==> src/rtl/pc_seq_if.sv <==
// pc_seq_if -- bundle of the fetch-side control and status signals of the
// program-counter sequencer.
//
//   master : the fetch/decode side that drives the decision inputs and
//            observes the PC and RAS status.
//   slave  : the sequencer itself.
//
// Signals
//   stall, hlt, branch, cond[2:0], addr_src, imm[IMM_W-1:0],
//   reg_target[AW-1:0], Z, N, V, call, ret          : master -> slave
//   pc_out[AW-1:0], pc_plus[AW-1:0], redirect,
//   halted, ras_empty, ras_full                      : slave -> master
interface pc_seq_if #(
  parameter int AW    = 16,
  parameter int IMM_W = 9
);
  logic             stall;
  logic             hlt;
  logic             branch;
  logic [2:0]       cond;
  logic             addr_src;
  logic [IMM_W-1:0] imm;
  logic [AW-1:0]    reg_target;
  logic             Z;
  logic             N;
  logic             V;
  logic             call;
  logic             ret;
  logic [AW-1:0]    pc_out;
  logic [AW-1:0]    pc_plus;
  logic             redirect;
  logic             halted;
  logic             ras_empty;
  logic             ras_full;

  modport master (
    output stall, hlt, branch, cond, addr_src, imm, reg_target,
    output Z, N, V, call, ret,
    input  pc_out, pc_plus, redirect, halted, ras_empty, ras_full
  );

  modport slave (
    input  stall, hlt, branch, cond, addr_src, imm, reg_target,
    input  Z, N, V, call, ret,
    output pc_out, pc_plus, redirect, halted, ras_empty, ras_full
  );
endinterface

==> src/rtl/pc_seq.sv <==
// pc_seq -- program-counter sequencer at the front of fetch.
//
// Each cycle the next PC is chosen from (highest priority first):
//   hold (halted or stall), hold-and-halt (hlt), return (RAS pop, or
//   reg_target when the RAS is empty), taken branch (reg_target or
//   pc_plus + 2*imm), and finally pc_plus. Taken calls push pc_plus onto a
//   circular return-address stack; a push while full overwrites the oldest
//   entry.
//
// Ports
//   clk  : rising-edge clock
//   rst  : asynchronous, active-high reset (PC = 0, not halted, RAS empty)
//   bus  : pc_seq_if.slave -- decision inputs and PC/RAS status outputs
//          pc_out   registered current PC
//          pc_plus  pc_out + 2 (combinational)
//          redirect next PC comes from a return or a taken branch (flush)
//          halted   sticky halt, cleared only by rst
//          ras_empty / ras_full  RAS occupancy flags
module pc_seq #(
  parameter int AW        = 16,
  parameter int IMM_W     = 9,
  parameter int RAS_DEPTH = 4
) (
  input  logic     clk,
  input  logic     rst,
  pc_seq_if.slave  bus
);

  localparam int PW = $clog2(RAS_DEPTH);      // RAS pointer width
  localparam int CW = $clog2(RAS_DEPTH + 1);  // count 0..RAS_DEPTH

  typedef enum logic {
    ST_RUN,
    ST_HALT
  } state_t;

  state_t          state_reg;
  state_t          state_next;
  logic [AW-1:0]   pc_reg;
  logic [AW-1:0]   pc_next;
  logic [PW-1:0]   top_reg;
  logic [PW-1:0]   top_next;
  logic [CW-1:0]   count_reg;
  logic [CW-1:0]   count_next;

  logic [AW-1:0]   ras_mem [RAS_DEPTH];
  logic [PW-1:0]   wr_ptr;
  logic [AW-1:0]   ras_top;

  logic [AW-1:0]   pc_plus;
  logic [AW-1:0]   imm_ext;
  logic [AW-1:0]   offset_target;
  logic            cond_true;
  logic            taken;
  logic            ras_empty;
  logic            ras_full;
  logic            push;
  logic            pop;
  logic            redirect;

  // --------------------------------------------------------------------
  // Datapath
  // --------------------------------------------------------------------
  assign pc_plus = pc_reg + AW'(2);

  // imm counts halfwords; sign-extend to AW, then scale to bytes. The add
  // wraps modulo 2^AW on purpose.
  assign imm_ext       = AW'($signed(bus.imm));
  assign offset_target = pc_plus + (imm_ext << 1);

  always_comb begin
    cond_true = 1'b0;
    unique case (bus.cond)
      3'b000:  cond_true = ~bus.Z;
      3'b001:  cond_true = bus.Z;
      3'b010:  cond_true = ~bus.Z & ~bus.N;
      3'b011:  cond_true = bus.N;
      3'b100:  cond_true = bus.Z | ~bus.N;
      3'b101:  cond_true = bus.N | bus.Z;
      3'b110:  cond_true = bus.V;
      3'b111:  cond_true = 1'b1;
      default: cond_true = 1'b0;
    endcase
  end

  assign taken = bus.branch & cond_true;

  // --------------------------------------------------------------------
  // Return-address stack
  // top_reg points at the most recent entry; a push writes one slot above
  // it, so a full stack silently overwrites the oldest entry.
  // --------------------------------------------------------------------
  assign ras_empty = (count_reg == '0);
  assign ras_full  = (count_reg == CW'(RAS_DEPTH));
  assign wr_ptr    = top_reg + PW'(1);
  assign ras_top   = ras_mem[top_reg];

  // Entry storage carries no reset; contents are meaningless while the
  // count says they are not live.
  always_ff @(posedge clk) begin
    if (push) begin
      ras_mem[wr_ptr] <= pc_plus;
    end
  end

  always_comb begin
    top_next   = top_reg;
    count_next = count_reg;
    if (push) begin
      top_next = wr_ptr;
      if (!ras_full) begin
        count_next = count_reg + CW'(1);
      end
    end else if (pop) begin
      top_next   = top_reg - PW'(1);
      count_next = count_reg - CW'(1);
    end
  end

  // --------------------------------------------------------------------
  // Run/halt control and next-PC selection
  // --------------------------------------------------------------------
  always_comb begin
    state_next = state_reg;
    pc_next    = pc_reg;
    redirect   = 1'b0;
    push       = 1'b0;
    pop        = 1'b0;

    if (state_reg == ST_HALT || bus.stall) begin
      // hold everything; a hlt seen under stall is deliberately dropped
    end else if (bus.hlt) begin
      state_next = ST_HALT;
    end else if (bus.ret) begin
      // ret wins over call, so a simultaneous call never pushes
      redirect = 1'b1;
      if (!ras_empty) begin
        pop     = 1'b1;
        pc_next = ras_top;
      end else begin
        pc_next = bus.reg_target;
      end
    end else if (taken) begin
      redirect = 1'b1;
      push     = bus.call;
      pc_next  = bus.addr_src ? bus.reg_target : offset_target;
    end else begin
      pc_next = pc_plus;
    end
  end

  always_ff @(posedge clk or posedge rst) begin
    if (rst) begin
      state_reg <= ST_RUN;
      pc_reg    <= '0;
      top_reg   <= '0;
      count_reg <= '0;
    end else begin
      state_reg <= state_next;
      pc_reg    <= pc_next;
      top_reg   <= top_next;
      count_reg <= count_next;
    end
  end

  // --------------------------------------------------------------------
  // Outputs
  // --------------------------------------------------------------------
  assign bus.pc_out    = pc_reg;
  assign bus.pc_plus   = pc_plus;
  assign bus.redirect  = redirect;
  assign bus.halted    = (state_reg == ST_HALT);
  assign bus.ras_empty = ras_empty;
  assign bus.ras_full  = ras_full;

endmodule

==> src/flat_wrapper.sv <==
// flat-port wrapper written by rule: the top's interface ports become plain ports
module pc_seq_flat 
#(
  parameter int AW        = 16,
  parameter int IMM_W     = 9,
  parameter int RAS_DEPTH = 4
)
  (clk, rst, bus_stall, bus_hlt, bus_branch, bus_cond, bus_addr_src, bus_imm, bus_reg_target, bus_Z, bus_N, bus_V, bus_call, bus_ret, bus_pc_out, bus_pc_plus, bus_redirect, bus_halted, bus_ras_empty, bus_ras_full);
  pc_seq_if #(.AW(AW), .IMM_W(IMM_W)) bus_i ();
  input  logic clk;
  input  logic rst;
  input wire logic [$bits(bus_i.stall)-1:0] bus_stall;
  input wire logic [$bits(bus_i.hlt)-1:0] bus_hlt;
  input wire logic [$bits(bus_i.branch)-1:0] bus_branch;
  input wire logic [$bits(bus_i.cond)-1:0] bus_cond;
  input wire logic [$bits(bus_i.addr_src)-1:0] bus_addr_src;
  input wire logic [$bits(bus_i.imm)-1:0] bus_imm;
  input wire logic [$bits(bus_i.reg_target)-1:0] bus_reg_target;
  input wire logic [$bits(bus_i.Z)-1:0] bus_Z;
  input wire logic [$bits(bus_i.N)-1:0] bus_N;
  input wire logic [$bits(bus_i.V)-1:0] bus_V;
  input wire logic [$bits(bus_i.call)-1:0] bus_call;
  input wire logic [$bits(bus_i.ret)-1:0] bus_ret;
  output wire logic [$bits(bus_i.pc_out)-1:0] bus_pc_out;
  output wire logic [$bits(bus_i.pc_plus)-1:0] bus_pc_plus;
  output wire logic [$bits(bus_i.redirect)-1:0] bus_redirect;
  output wire logic [$bits(bus_i.halted)-1:0] bus_halted;
  output wire logic [$bits(bus_i.ras_empty)-1:0] bus_ras_empty;
  output wire logic [$bits(bus_i.ras_full)-1:0] bus_ras_full;
  assign bus_i.stall = bus_stall;
  assign bus_i.hlt = bus_hlt;
  assign bus_i.branch = bus_branch;
  assign bus_i.cond = bus_cond;
  assign bus_i.addr_src = bus_addr_src;
  assign bus_i.imm = bus_imm;
  assign bus_i.reg_target = bus_reg_target;
  assign bus_i.Z = bus_Z;
  assign bus_i.N = bus_N;
  assign bus_i.V = bus_V;
  assign bus_i.call = bus_call;
  assign bus_i.ret = bus_ret;
  assign bus_pc_out = bus_i.pc_out;
  assign bus_pc_plus = bus_i.pc_plus;
  assign bus_redirect = bus_i.redirect;
  assign bus_halted = bus_i.halted;
  assign bus_ras_empty = bus_i.ras_empty;
  assign bus_ras_full = bus_i.ras_full;
  pc_seq #(.AW(AW), .IMM_W(IMM_W), .RAS_DEPTH(RAS_DEPTH)) u_core (.clk(clk), .rst(rst), .bus(bus_i));
endmodule
==> config.mk <==
export PLATFORM = sky130hd
export DESIGN_NAME = pc_seq_flat
export DESIGN_NICKNAME = d
export VERILOG_FILES = /design/src/rtl/pc_seq_if.sv /design/src/rtl/pc_seq.sv /design/src/flat_wrapper.sv
export SDC_FILE = /design/constraint.sdc
export NUM_CORES = 1
export LEC_CHECK = 0
export BUFFER_PORTS_ARGS = -buffer_cell sky130_fd_sc_hd__clkbuf_2
export CORE_ASPECT_RATIO = 1.5
export CORE_UTILIZATION = 48
export DETAILED_ROUTE_END_ITERATION = 16
export HOLD_SLACK_MARGIN = 0.1
export PLACE_DENSITY = 0.65
export SLEW_MARGIN = 20
export SYNTH_ARGS = -nofsm -noshare
export SYNTH_HDL_FRONTEND = slang
export SYNTH_SLANG_ARGS = --single-unit
export TNS_END_PERCENT = 100
==> constraint.sdc <==
create_clock -name clk -period 5.7 [get_ports clk]
set_input_delay 1.14 -clock clk [delete_from_list [all_inputs] [get_ports clk]]
set_output_delay 1.14 -clock clk [all_outputs]
set_load 0.01 [all_outputs]
==> impl_metrics.yaml <==
detailed_routing:
  drc: 0
  first_pass_iters: 5
  drt_iter0_drc: 292
  routedWlPerCell_um: 20.8
  routed_wl_um: 13300
  viasPerCell: 5.92
  drtAntennaViolNets: 0
  via_count: 3785
clock_network:
  clkTransAtPathRegs_ns: 0.06
  clkSinkCount: 86
  clk_path_buf_depth: 2
  root_buffer: "clkbuf_16"
  cts_made_buffers: 9
  cts_hold_buffers: 0
  clock_latency_ns: 0.34
  cts_tree: "done"
  post_cts_buffers: 0
  htree_levels: 3
  cts.repair.resized: 0
worst_hold_path:
  hold_path_end: "u_core.bus.halted"
  min_from: "u_core.bus.halted"
  hp-class: "register to register"
  whs_path_depth: 1
die:
  die_w_um: 85.8
  rows: 45
  core_um2: 10200
  io_pins: 75
  die_area_um2: 11000
  start_util_pct: 49.6
  die_height_um: 128
global_route:
  grt_usage_pct: 25.8
  grt_first_pass_wirelength_um: 20700
  grt_pass1_vias: 3768
  grt_max_degree: 28
  grt_overflow: 0
  antenna_found_initial: 0
sta:
  min_period_ns: 4.00
  slew_headroom_pct: 38.0
  fin_setup_tns_ns: 0
  max_freq_mhz: 250
  setup_viol: 0
  min_period_over_period_pct: 70.2
  worst_slew_pin_slew_ns: 0.930
  finalMaxSlewViolations: 0
  hold_viol_final: 0
  timing.hold.ws_ns: 0.510
  rsz0062_at_grt: "false"
  fin_skew_ns: 0.00763
worst_setup_path:
  r2r-end: "u_core.bus.pc_out[12]"
  slowest_delay_ns: 0.77
  reg2reg_from: "u_core.bus.pc_out[1]"
  crit_path_top_delay_cell: "a211oi_4"
  crit_family: "compound AO/OA/AOI/OAI gates"
  cp-start-kind: "primary input"
  end_kind: "primary output"
  crit_fanout: 19
  r2r_cells: 11
  worstPathCellList: "clkbuf_2 > nor3b_1 > o21bai_1 > a211oi_4 > nor2_1 > nor2_1 > clkbuf_2"
  cp_num_buf_inv: 2
  crit_arrival_ns: 2.86
  critical_path_class: "primary input to primary output"
  reg2reg_slack_ns: 2.12
  cp_data_required_time_ns: 4.56
cells_and_area:
  largest_reg_flops: 64
  regArea_um2: 2470
  antenna_cells: 0
  area_growth_pct: 16.6
  fill_cells: 860
  drive_gt1_share_pct: 28.3
  nets: 553
  multi_input_area_um2: 2430
  finalInstanceArea_um2: 5890
synthesis:
  ys_seq_elements: 86
  synth_edf_count: 64
  syn_inst: 420
  syn_avg_cell_area_um2: 12.0
  synth_ff_type: "edfxtp_1"
  syn_area_um2: 5060
  async_flop_share_pct: 25.6
  ys_types: 68
  yosysTopAreaCell: "edfxtp_1"
  synth_warnings: 0
  synth_top_area_share_pct: 38.0
  synth_area_leaders: "edfxtp_1 (38%), dfrtp_1 (11%), mux4_2 (7.1%), ha_1 (4.7%), mux2i_1 (3.8%)"
  syn_nets: 480
  synth-seq-area-share_pct: 48.9
run_status:
  status: "finished, final reports clean"
placement:
  placed_cell_area_um2: 5580
  gp_congestion: 0.799
  io_buffers: 74
  dp_hpwl_um: 9680
power_and_ir_drop:
  p_per_area_nw_per_um2: 355
  p_leak_nw: 2.38
  ir_worst_vdd_uv: 189
  p_total_mw: 2.09
flow_run:
  maxCapViolCount: 0
## metrics by stage
step / util, % / std cells / setup slack [ns]
final: 57.8 / 639 / 1.70
after global routing: 57.8 / 639 / 1.56
after CTS: 57.8 / 639 / 1.72
after detailed placement: 54.8 / 623 / 1.72
after global placement: 54.8 / 623 / 1.82
after floorplan: - / 420 / 2.30
## Yosys cell counts, types with 3 or more instances
cell type / count
o211ai_1: 8
xnor2_1: 16
nand3_1: 8
mux4_2: 16
nand2b_1: 4
inv_1: 13
edfxtp_1: 64
a21o_1: 5
clkbuf_1: 12
nand4_1: 6
a211oi_1: 6
mux2_2: 8
xor2_1: 8
o21ai_1: 5
a21oi_1: 22
a22o_1: 3
o22ai_1: 4
o21ai_0: 15
nor2b_1: 3
buf_2: 5
nor2_1: 28
o21bai_1: 5
a31oi_1: 4
ha_1: 19
a31o_2: 3
nor3_1: 6
nand2_1: 30
a21boi_0: 3
mux2i_1: 19
dfrtp_1: 22
## cell usage in the layout, fill, tap and decap left out, types with 3 or more instances in the layout
cell,instances
a211oi_1,6
a21boi_0,3
a21o_1,5
a21oi_1,22
a22o_1,3
a31o_2,3
a31oi_1,4
buf_4,11
clkbuf_16,10
clkbuf_2,74
dfrtp_1,21
edfxtp_1,64
ha_1,19
inv_1,13
mux2_2,8
mux2i_1,19
mux4_2,16
nand2_1,30
nand2b_1,4
nand3_1,8
nand4_1,6
nor2_1,28
nor2b_1,3
nor3_1,5
o211ai_1,8
o21ai_0,15
o21ai_1,5
o21bai_1,5
o22ai_1,4
xnor2_1,16
xor2_1,8
## routing by layer
layer  up-vias  GRT usage [%]  part of all wire (%)
met5         -              0                     0
met4         0           10.0                   2.2
met3        23           4.31                   5.9
met2       156           42.4                    50
met1      1849           34.2                    42
li1       1757              -                     -
## worst max path at each step
stage	startpoint	cells after the start	endpoint	slack (ns)
finish	bus_cond[2]	7	bus_redirect	1.70
detailed placement	bus_cond[2]	7	bus_redirect	1.72
global placement	bus_cond[2]	7	bus_redirect	1.82
floorplan	bus_cond[2]	6	bus_redirect	2.30
CTS	bus_cond[2]	7	bus_redirect	1.72
global route	bus_cond[2]	7	bus_redirect	1.56
## where the power goes
part           switching (mW)  internal, mW
registers              0.0916         0.722
clock network           0.238         0.365
logic                   0.371         0.303
## cell families after synthesis
family,synth area share [%]
compound gates,14.9
simple gates,10.3
flops,48.9
mux,12.7
buf+inv,3.24
xor+xnor,4.48
fa+ha+maj,5.49
## worst register-to-register path: stages, from the launching register on
cell,delay (ns)
dfrtp_1,0.45
ha_1,0.27
nand3_4,0.16
nor2_1,0.24
nand2_1,0.14
xnor2_1,0.46
ha_1,0.41
a21o_1,0.24
a221oi_2,0.44
mux2i_1,0.14
o211a_1,0.24
o41ai_2,0.29
## layout make-up
| type | count | area share, % |
|---|---|---|
| inverters | 13 | 0.828 |
| clock buffers | 11 | 4.31 |
| repair buffers | 85 | 7.68 |
| well taps | 141 | 2.99 |
| multi-input cells | 298 | 41.3 |
| clock inverters | 5 | 0.955 |
| flip-flops and latches | 86 | 42.0 |
No activity file was read; power rests on OpenSTA's default activity.
